### config.mk
export PLATFORM = sky130hd
export DESIGN_NAME = vram_arbiter
export DESIGN_NICKNAME = d
export VERILOG_FILES = /design/src/rtl/vram_arbiter_pkg.sv /design/src/rtl/vram_arb_prio.sv /design/src/rtl/vram_arbiter.sv
export SDC_FILE = /design/constraint.sdc
export NUM_CORES = 1
export LEC_CHECK = 0
export CORE_MARGIN = 4
export CORE_UTILIZATION = 36
export CTS_CLUSTER_DIAMETER = 100
export DETAILED_ROUTE_END_ITERATION = 10
export GPL_ROUTABILITY_DRIVEN = 0
export GPL_TIMING_DRIVEN = 0
export PLACE_DENSITY = 0.88
export SYNTH_ARGS = -nofsm -noshare
export SYNTH_HDL_FRONTEND = slang
export SYNTH_HIERARCHICAL = 1
export SYNTH_SLANG_ARGS = --single-unit
### constraint.sdc
create_clock -name clk28 -period 2.2 [get_ports clk28]
set_clock_uncertainty 0.1 [all_clocks]
set_input_delay 0.44 -clock clk28 [delete_from_list [all_inputs] [get_ports clk28]]
set_output_delay 0.44 -clock clk28 [all_outputs]
set_load 0.02 [all_outputs]
### src/rtl/vram_arbiter_pkg.sv
// Shared encodings for the video SRAM arbiter: bus owner and arbiter state,
// visible to the memory controller and debug logic.
package vram_arbiter_pkg;
    localparam int ADDR_W = 19;
    localparam int DATA_W = 8;
    localparam int N_REQ  = 4;

    typedef enum logic [2:0] {OWN_NONE, OWN_VID, OWN_CPU, OWN_PAL, OWN_DMA} owner_t;
    typedef enum logic [1:0] {ARB_IDLE, ARB_ACCESS, ARB_TURN} arb_state_t;

    // Strobe vector ordered {dma, pal, cpu, vid}.
    function automatic logic [N_REQ-1:0] owner_onehot(input owner_t own);
        logic [N_REQ-1:0] v;
        v = '0;
        case (own)
            OWN_VID: v[0] = 1'b1;
            OWN_CPU: v[1] = 1'b1;
            OWN_PAL: v[2] = 1'b1;
            OWN_DMA: v[3] = 1'b1;
            default: v = '0;
        endcase
        return v;
    endfunction
endpackage

### src/rtl/vram_arb_prio.sv
// Combinational grant picker: video > CPU > palette/DMA, with DMA forced
// ahead of palette once it has been skipped DMA_MAX_SKIP times.
module vram_arb_prio
    import vram_arbiter_pkg::*;
#(
    parameter int DMA_MAX_SKIP = 3,
    parameter int SKIP_W       = 2
) (
    input  logic              vid_req,
    input  logic              cpu_req,
    input  logic              pal_req,
    input  logic              dma_req,
    input  logic [SKIP_W-1:0] skip_cnt,
    output owner_t            grant
);
    logic dma_forced;

    assign dma_forced = dma_req && (skip_cnt == SKIP_W'(DMA_MAX_SKIP));

    always_comb begin
        grant = OWN_NONE;
        if (vid_req)
            grant = OWN_VID;
        else if (cpu_req)
            grant = OWN_CPU;
        else if (pal_req && !dma_forced)
            grant = OWN_PAL;
        else if (dma_req)
            grant = OWN_DMA;
    end
endmodule

### src/rtl/vram_arbiter.sv
// Shared video SRAM bus sequencer: fixed-length slots, four requesters,
// write-to-read turnaround and CPU wait generation.
module vram_arbiter
    import vram_arbiter_pkg::*;
#(
    parameter int          ACC_CYCLES   = 2,
    parameter logic [12:0] PAL_BASE     = 13'h1FFF,
    parameter int          DMA_MAX_SKIP = 3
) (
    input  logic              clk28,
    input  logic              rst_n,
    input  logic              vid_req,
    input  logic [ADDR_W-1:0] vid_addr,
    output logic              vid_ack,
    output logic              vid_valid,
    input  logic              cpu_req,
    input  logic              cpu_wr,
    input  logic [ADDR_W-1:0] cpu_addr,
    input  logic [DATA_W-1:0] cpu_wdata,
    output logic              cpu_ack,
    output logic              cpu_valid,
    output logic              cpu_wait,
    input  logic              pal_req,
    input  logic              pal_wr,
    input  logic [5:0]        pal_idx,
    input  logic [DATA_W-1:0] pal_wdata,
    output logic              pal_ack,
    output logic              pal_valid,
    input  logic              dma_req,
    input  logic              dma_wr,
    input  logic [ADDR_W-1:0] dma_addr,
    input  logic [DATA_W-1:0] dma_wdata,
    output logic              dma_ack,
    output logic              dma_valid,
    output logic [DATA_W-1:0] rdata,
    input  logic [DATA_W-1:0] vd_in,
    output logic [ADDR_W-1:0] va,
    output logic [DATA_W-1:0] vd_out,
    output logic              vd_oe,
    output logic              n_vrd,
    output logic              n_vwr
);
    localparam int         SKIP_W   = (DMA_MAX_SKIP < 1) ? 1 : $clog2(DMA_MAX_SKIP + 1);
    localparam logic [1:0] LAST_CNT = 2'(ACC_CYCLES - 1);

    arb_state_t        state_reg;
    owner_t            owner_reg;
    owner_t            grant;
    logic              wr_reg;
    logic [1:0]        cnt_reg;
    logic [SKIP_W-1:0] skip_reg;
    logic [ADDR_W-1:0] va_reg;
    logic [DATA_W-1:0] vd_out_reg;
    logic [DATA_W-1:0] rdata_reg;
    logic              vd_oe_reg;
    logic              n_vrd_reg;
    logic              n_vwr_reg;
    logic [N_REQ-1:0]  ack_reg;
    logic [N_REQ-1:0]  valid_reg;

    logic              grant_wr;
    logic [ADDR_W-1:0] grant_addr;
    logic [DATA_W-1:0] grant_wdata;
    logic              slot_last;
    logic              arb_now;
    logic              need_turn;
    logic              take;

    vram_arb_prio #(
        .DMA_MAX_SKIP (DMA_MAX_SKIP),
        .SKIP_W       (SKIP_W)
    ) u_prio (
        .vid_req  (vid_req),
        .cpu_req  (cpu_req),
        .pal_req  (pal_req),
        .dma_req  (dma_req),
        .skip_cnt (skip_reg),
        .grant    (grant)
    );

    always_comb begin
        grant_wr    = 1'b0;
        grant_addr  = '0;
        grant_wdata = '0;
        case (grant)
            OWN_VID: grant_addr = vid_addr;
            OWN_CPU: begin
                grant_wr    = cpu_wr;
                grant_addr  = cpu_addr;
                grant_wdata = cpu_wdata;
            end
            OWN_PAL: begin
                grant_wr    = pal_wr;
                grant_addr  = {PAL_BASE, pal_idx};
                grant_wdata = pal_wdata;
            end
            OWN_DMA: begin
                grant_wr    = dma_wr;
                grant_addr  = dma_addr;
                grant_wdata = dma_wdata;
            end
            default: ;
        endcase
    end

    // A read following a write must first spend one TURN cycle with vd released.
    assign slot_last = (state_reg == ARB_ACCESS) && (cnt_reg == LAST_CNT);
    assign arb_now   = (state_reg != ARB_ACCESS) || slot_last;
    assign need_turn = slot_last && wr_reg && (grant != OWN_NONE) && !grant_wr;
    assign take      = arb_now && (grant != OWN_NONE) && !need_turn;

    always_ff @(posedge clk28 or negedge rst_n) begin
        if (!rst_n) begin
            state_reg  <= ARB_IDLE;
            owner_reg  <= OWN_NONE;
            wr_reg     <= 1'b0;
            cnt_reg    <= '0;
            skip_reg   <= '0;
            va_reg     <= '0;
            vd_out_reg <= '0;
            rdata_reg  <= '0;
            vd_oe_reg  <= 1'b0;
            n_vrd_reg  <= 1'b1;
            n_vwr_reg  <= 1'b1;
            ack_reg    <= '0;
            valid_reg  <= '0;
        end else begin
            ack_reg   <= '0;
            valid_reg <= '0;
            if (slot_last) begin
                valid_reg <= owner_onehot(owner_reg);
                if (!wr_reg)
                    rdata_reg <= vd_in;
            end
            if (take) begin
                state_reg <= ARB_ACCESS;
                cnt_reg   <= '0;
                owner_reg <= grant;
                wr_reg    <= grant_wr;
                va_reg    <= grant_addr;
                if (grant_wr)
                    vd_out_reg <= grant_wdata;
                vd_oe_reg <= grant_wr;
                n_vrd_reg <= grant_wr;
                n_vwr_reg <= 1'b1;
                ack_reg   <= owner_onehot(grant);
                if (grant == OWN_DMA)
                    skip_reg <= '0;
                else if (grant == OWN_PAL && dma_req && skip_reg != SKIP_W'(DMA_MAX_SKIP))
                    skip_reg <= skip_reg + 1'b1;
            end else if (arb_now) begin
                state_reg <= need_turn ? ARB_TURN : ARB_IDLE;
                owner_reg <= OWN_NONE;
                wr_reg    <= 1'b0;
                vd_oe_reg <= 1'b0;
                n_vrd_reg <= 1'b1;
                n_vwr_reg <= 1'b1;
            end else begin
                cnt_reg <= cnt_reg + 1'b1;
                // Write strobe falls one cycle after address/data settle.
                if (wr_reg)
                    n_vwr_reg <= 1'b0;
            end
        end
    end

    assign cpu_wait  = cpu_req & ~((state_reg == ARB_ACCESS) && (owner_reg == OWN_CPU));
    assign vid_ack   = ack_reg[0];
    assign cpu_ack   = ack_reg[1];
    assign pal_ack   = ack_reg[2];
    assign dma_ack   = ack_reg[3];
    assign vid_valid = valid_reg[0];
    assign cpu_valid = valid_reg[1];
    assign pal_valid = valid_reg[2];
    assign dma_valid = valid_reg[3];
    assign rdata     = rdata_reg;
    assign va        = va_reg;
    assign vd_out    = vd_out_reg;
    assign vd_oe     = vd_oe_reg;
    assign n_vrd     = n_vrd_reg;
    assign n_vwr     = n_vwr_reg;
endmodule

* Yosys cells after proc, flatten, opt, wreduce, memory -nomap -nowiden
Cells that the tools add are included.
Word-level totals: register bits 55, latch bits 0, bits in writable memories 0, bits in read-only memories 0, bits of input ports 104, output and inout port bits 47, word-level logic and storage cells 86, memories kept 0
Operators by class: add/subtract/negate cells 2, multiply operators 0, divide/modulo/power cells 0, order comparisons 0, equal/unequal tests 14, shifts and indexed selects 0, multiplexer cells 33, bitwise gates (word level) 3, reductions and logical operators 22
Operator list (count):
- $pmux 19 s4 | 1
- $pmux 8 s3 | 1
- $mux 3 | 6
- $mux 1 | 15
- $mux 2 | 7
- $eq 3x2->1 const B | 4
- $logic_and 1x1->1 | 11
- $mux 4 | 2
- $eq 3x1->1 const B | 2
- $eq 3x3->1 const B | 2
- $reduce_and 2->1 | 3
- $reduce_bool 3->1 | 2
- $add 2x1->2 const B | 2
- $eq 2x1->1 const B | 2
- $ne 2x1->1 const B | 2
- $reduce_bool 2->1 | 2
- $logic_not 1->1 | 3
- $pmux 1 s3 | 1
- $eq 2x2->1 const B | 1
- $ne 2x2->1 const B | 1
- $not 1->1 | 2
- $and 1x1->1 | 1
- $logic_or 1x1->1 | 1

* Logic depth before layout (Yosys ltp)
word-level depth 14, gate-level depth with buffers 10, gate-level depth less buffers 6

* Cells and area by module
Netlist, hierarchy kept.
By module, submodules not included:
- vram_arbiter | instances 1, cells an instance 279, area an instance 2860.2 µm², sequential area each 1378.8 µm²
- vram_arb_prio | instances 1, cells an instance 8, area an instance 56.3 µm², sequential area each 0.0 µm²

* Least setup slack after synthesis
OpenSTA, ideal clock, no wires.
kind reg2reg, start register skip_reg[0], end register va_reg[2], in the netlist va[2], library setup time 0.125 ns, arrival time 2.161 ns, slack -0.186 ns, cell stages (with the launch flop) 10, buffers on the path 3, period minus slack after synthesis 2.386 ns, path through dfrtp_1 > nand2_1 > a2111oi_2 > nand2b_1 > buf_4 > o2111ai_4 > and2_1 > buf_6 > buf_8 > mux2_4
Between the ends: word-level cells in the longest chain between the ends 13, elaborated cells on any way between the ends 20, classes of those cells 5 x eq/ne; 5 x mux; 10 x reduce/logical
RTL lines:
- from (decl) | line vram_arbiter.sv:51 | logic [SKIP_W-1:0] skip_reg;
- from (signal assigned) | line vram_arbiter.sv:150 | skip_reg <= skip_reg + 1'b1;
- $eq 2x2->1 * | line vram_arb_prio.sv:18 | assign dma_forced = dma_req && (skip_cnt == SKIP_W'(DMA_MAX_SKIP));
- $logic_and 1x1->1 * | line vram_arb_prio.sv:18
- $logic_not 1->1 * | line vram_arb_prio.sv:26 | else if (pal_req && !dma_forced)
- $logic_and 1x1->1 * | line vram_arb_prio.sv:26
- $mux 3 * | line vram_arb_prio.sv:26
- $mux 3 * | line vram_arb_prio.sv:24 | else if (cpu_req)
- $mux 3 * | line vram_arb_prio.sv:22 | if (vid_req)
- named net grant[2] | line vram_arbiter.sv:48 | owner_t grant;
- $eq 3x3->1 or $eq 3x2->1 (tied branches) | line vram_arbiter.sv:85 | case (grant)
- $pmux 1 s3 | line vram_arbiter.sv:85
- $logic_not 1->1 | line vram_arbiter.sv:109 | assign need_turn = slot_last && wr_reg && (grant != OWN_NONE) && !grant_wr;
- $logic_and 1x1->1 | line vram_arbiter.sv:109
- $logic_not 1->1 | line vram_arbiter.sv:110 | assign take = arb_now && (grant != OWN_NONE) && !need_turn;
- $logic_and 1x1->1 | line vram_arbiter.sv:110
- to (signal assigned) | line vram_arbiter.sv:140 | va_reg <= grant_addr;
- to (decl) | line vram_arbiter.sv:52 | logic [ADDR_W-1:0] va_reg;
Mark *: on every way through the listed nets, which the timed path passes. The rest lies on a longest branch. A chain may end at the register's enable or synchronous reset.

* Final worst setup path
start input vid_req, end register va_reg[5], in the netlist va[5]
Between the ends: word-level cells in the longest chain between the ends 7, elaborated cells on any way between the ends 14, classes of those cells 4 x eq/ne; 3 x mux; 7 x reduce/logical
RTL lines:
- from (decl) | line vram_arbiter.sv:12 | input logic vid_req,
- $mux 3 * | line vram_arb_prio.sv:22
- named net grant[1] | line vram_arbiter.sv:48
- $eq 3x3->1 or $eq 3x2->1 (tied branches) | line vram_arbiter.sv:85
- $pmux 1 s3 | line vram_arbiter.sv:85
- $logic_not 1->1 | line vram_arbiter.sv:109
- $logic_and 1x1->1 | line vram_arbiter.sv:109
- $logic_not 1->1 | line vram_arbiter.sv:110
- $logic_and 1x1->1 | line vram_arbiter.sv:110
Marked as above.

==> run summary <==
* 1080 nW/um^2 — power per cell area
* 6 — Yosys warning total
* 0 — Routed Antenna Nets
* 2.27 ns — CP Data Arrival Time
* sky130_fd_sc_hd__clkbuf_8 — clock root buffer
* 461 MHz — maximum clock frequency
* 98.0 um — floorplan die width
* 5.01 — average via count per standard cell
* 67.9% — Area Growth Syn to Fin
* 7810 sq um — Core ar.
* 0.000591 V — maximum VDD drop
* 0 — final-report max-slew violation count
* 32 — number of rows in the core area
* primary input — sort of element at the start of the critical path
* 0 — Hold Violations, Final
* sky130_fd_sc_hd__mux2_2 — critical path's slowest cell
* 9470 um — post-detailed-routing wire length
* 98.5% — final cycle utilization of the critical path
* 4 — Buffers & Inverters on Critical Path
* 30 — largest net degree at the start of global routing
* 0 — quantity of hold-fixing buffers added after cts
* buffers and inverters — family with the most delay on the worst path
* 9610 sq um — Die Footprint
* 0 — number of synthesized flops with an enable pin
* 0 — antenna diode count
* 2 — clk buf depth
* 0 — overflow left after global routing
* 37.4% — starting density of the core
* 55 — clk sinks
* 3037 — via count of the first global-routing pass
* 2 — total number of H-tree levels
* 393 — Net Count, Synth
* 52.1% — Max-Slew Margin vs Limit
* 0.34 ns — maximum single-stage delay on the critical path
* 565 — final-stage net count
* 5290 uW — total chip power
* 0 — residual DRC count
* 4 — largest fanout of any net on the critical path
* 47.3% — register area share after synthesis
* 2818 — routed vias
* flop — kind of end point of the critical path
* primary input to flop — Setup Crit Path Kind
* yes — TritonCTS clock tree
* 16.9 um — routed length per instance
* 0 — Setup-failing EPs final
* 100% — proportion of register bits with asynchronous set or reset after synthesis
* 10.2 sq um — mean instance size in the synthesized netlist
* 55 — register bit count reported by yosys
* 0.0563 ns — worst hold margin
* 0 — initial antenna violation count
* 0 — Max Cap Viol
* 2.30 ns — Crit path required time
* 19.5% — Tot GR Track Use
* 2.17 ns — clock period minus final worst setup slack
* 98.0 um — die outline height
* 150 — number of I/O port buffers
* 5 — number of buffers added by the clock tree synthesis step
* 0.716 ns — Worst Max-Slew Pin Slew
* 2920 sq um — netlist area before placement
* 0.00216 uW — Leakage
* dlygate4sd2_1 > o21bai_1 > a41oi_2 > buf_4 > buf_4 > buf_4 > mux2_2 > nand2_1 > o21ai_0 > mux2_4 — crit-path cells
* 287 — post-synthesis cell count
* 0 ns — Setup Total Neg Slack
* 4 — length of the first detailed-routing pass in iterations
* 7330 um — detailed-placement wirelength estimate
* 19 — flip-flop count of the largest register, all copies and words added
* 663 — number of filler instances in the final layout
* 18.0% — fraction of layout instances using a drive strength above 1
* 0.31 ns — latest clock arrival within the worst-skew pair
* 15000 um — first-pass GRT wire length
* yes — setup repair after global routing missed its margin
* 94 — number of DRC markers after the initial detailed-route iteration
* 44 — library cells used by synthesis
* finished, final reports clean — run status
* 151 — IO Pins
* sky130_fd_sc_hd__buf_4 — cell occurring most often along the worst timing path
* primary input to asynchronous set/reset pin — path type of the worst min-delay path
* 0.11 ns — clock transition at the registers of the reported paths
* sky130_fd_sc_hd__dfrtp_1 — Primary FF master, synth
==> cells by family after synthesis <==
| logic type | synth area share (%) |
|---|---|
| and+or+nand+nor | 11.8 |
| AOI/OAI and AO/OA | 15.5 |
| buffers and inverters | 5.88 |
| adders and majority gates | 0.858 |
| DFF | 47.3 |
| muxes | 18.7 |
==> routing by layer <==
layer	wire (um)	vias up	GRT usage, %	part of all wire [%]
met5	0	-	0	0
met4	131	0	5.01	1.4
met3	653	10	5.14	6.9
met2	4950	107	35.7	52
met1	3740	1347	22.6	40
li1	-	1354	-	-
==> Yosys cell counts (3+ instances only) <==
library cell / count / share of area (%)
sky130_fd_sc_hd__a21oi_1: 28 / 4.8
sky130_fd_sc_hd__o21ai_0: 26 / 4.5
sky130_fd_sc_hd__inv_1: 19 / 2.4
sky130_fd_sc_hd__mux2_2: 20 / 7.7
sky130_fd_sc_hd__nor3_1: 6 / 1.0
sky130_fd_sc_hd__mux2i_1: 26 / 8.9
sky130_fd_sc_hd__nand3_1: 3 / 0.51
sky130_fd_sc_hd__nor2b_1: 3 / 0.64
sky130_fd_sc_hd__o22ai_1: 5 / 1.1
sky130_fd_sc_hd__nor2_1: 3 / 0.39
sky130_fd_sc_hd__clkbuf_1: 10 / 1.3
sky130_fd_sc_hd__a22oi_1: 4 / 1.0
sky130_fd_sc_hd__nand2_1: 38 / 4.9
sky130_fd_sc_hd__buf_4: 3 / 0.77
sky130_fd_sc_hd__nand2b_1: 3 / 0.64
sky130_fd_sc_hd__dfrtp_1: 53 / 45
sky130_fd_sc_hd__mux2_4: 4 / 2.1
==> layout by cell type, fill, tap and decap left out, drive strengths merged, types with 6 or more instances in the layout <==
cell,count
clkdlybuf4s50,144
dfrtp,53
nand2,38
a21oi,28
o21ai,26
mux2i,26
buf,25
mux2,24
inv,20
clkbuf,14
nor3,6
==> stage by stage <==
stage	cell area (sq um)	worst slack, ns	instances	util, %
after floorplan	2940	-0.0668	287	-
after global placement	4560	-1.09	539	58.5
after detailed placement	4580	-0.874	540	58.7
after CTS	4790	0.00586	558	61.4
after global routing	4900	-0.0490	562	62.7
final	4900	0.0320	562	62.7
==> report_power, final <==
group	switching, uW	internal [uW]	leakage [uW]
Combinational	1360	1540	0.00142
Sequential	250	1450	0.000684
Clock	344	345	0.0000587
Total	1960	3330	0.00216
==> worst paths after layout <==
path / start / cells after the start / to / slack (ns)
min in group clk28: n_vwr / 2 / n_vwr / 0.38
hold reg to reg: n_vwr / 2 / n_vwr / 0.38
setup / recovery: vid_req / 10 / va[5] / 0.03
setup reg to reg: skip_reg[1] / 8 / va[2] / 0.05
max in group asynchronous: rst_n / 2 / n_vrd / 1.29
hold / removal: rst_n / 1 / va[17] / 0.06
==> layout make-up <==
cell class / instances / area [sq um] / share of cell area (%)
clock inverter: 3 / 47.5 / 0.971
sequential: 55 / 1380 / 28.2
buffer: 16 / 111 / 2.27
clock buffer: 5 / 68.8 / 1.41
inverter: 19 / 71.3 / 1.46
tap: 102 / 128 / 2.61
timing repair buffer: 167 / 1640 / 33.6
multi-input combinational: 195 / 1450 / 29.5
==> what timing repair did <==
| item | in CTS | in global routing |
|---|---|---|
| endpoints found under the setup margin | 41 | 30 |
| pin swaps | 2 | 8 |
| buffers inserted | 11 | 5 |
| resized for setup | 20 | 27 |
| gates cloned | 0 | 0 |
(Power assumes the default switching activity.)
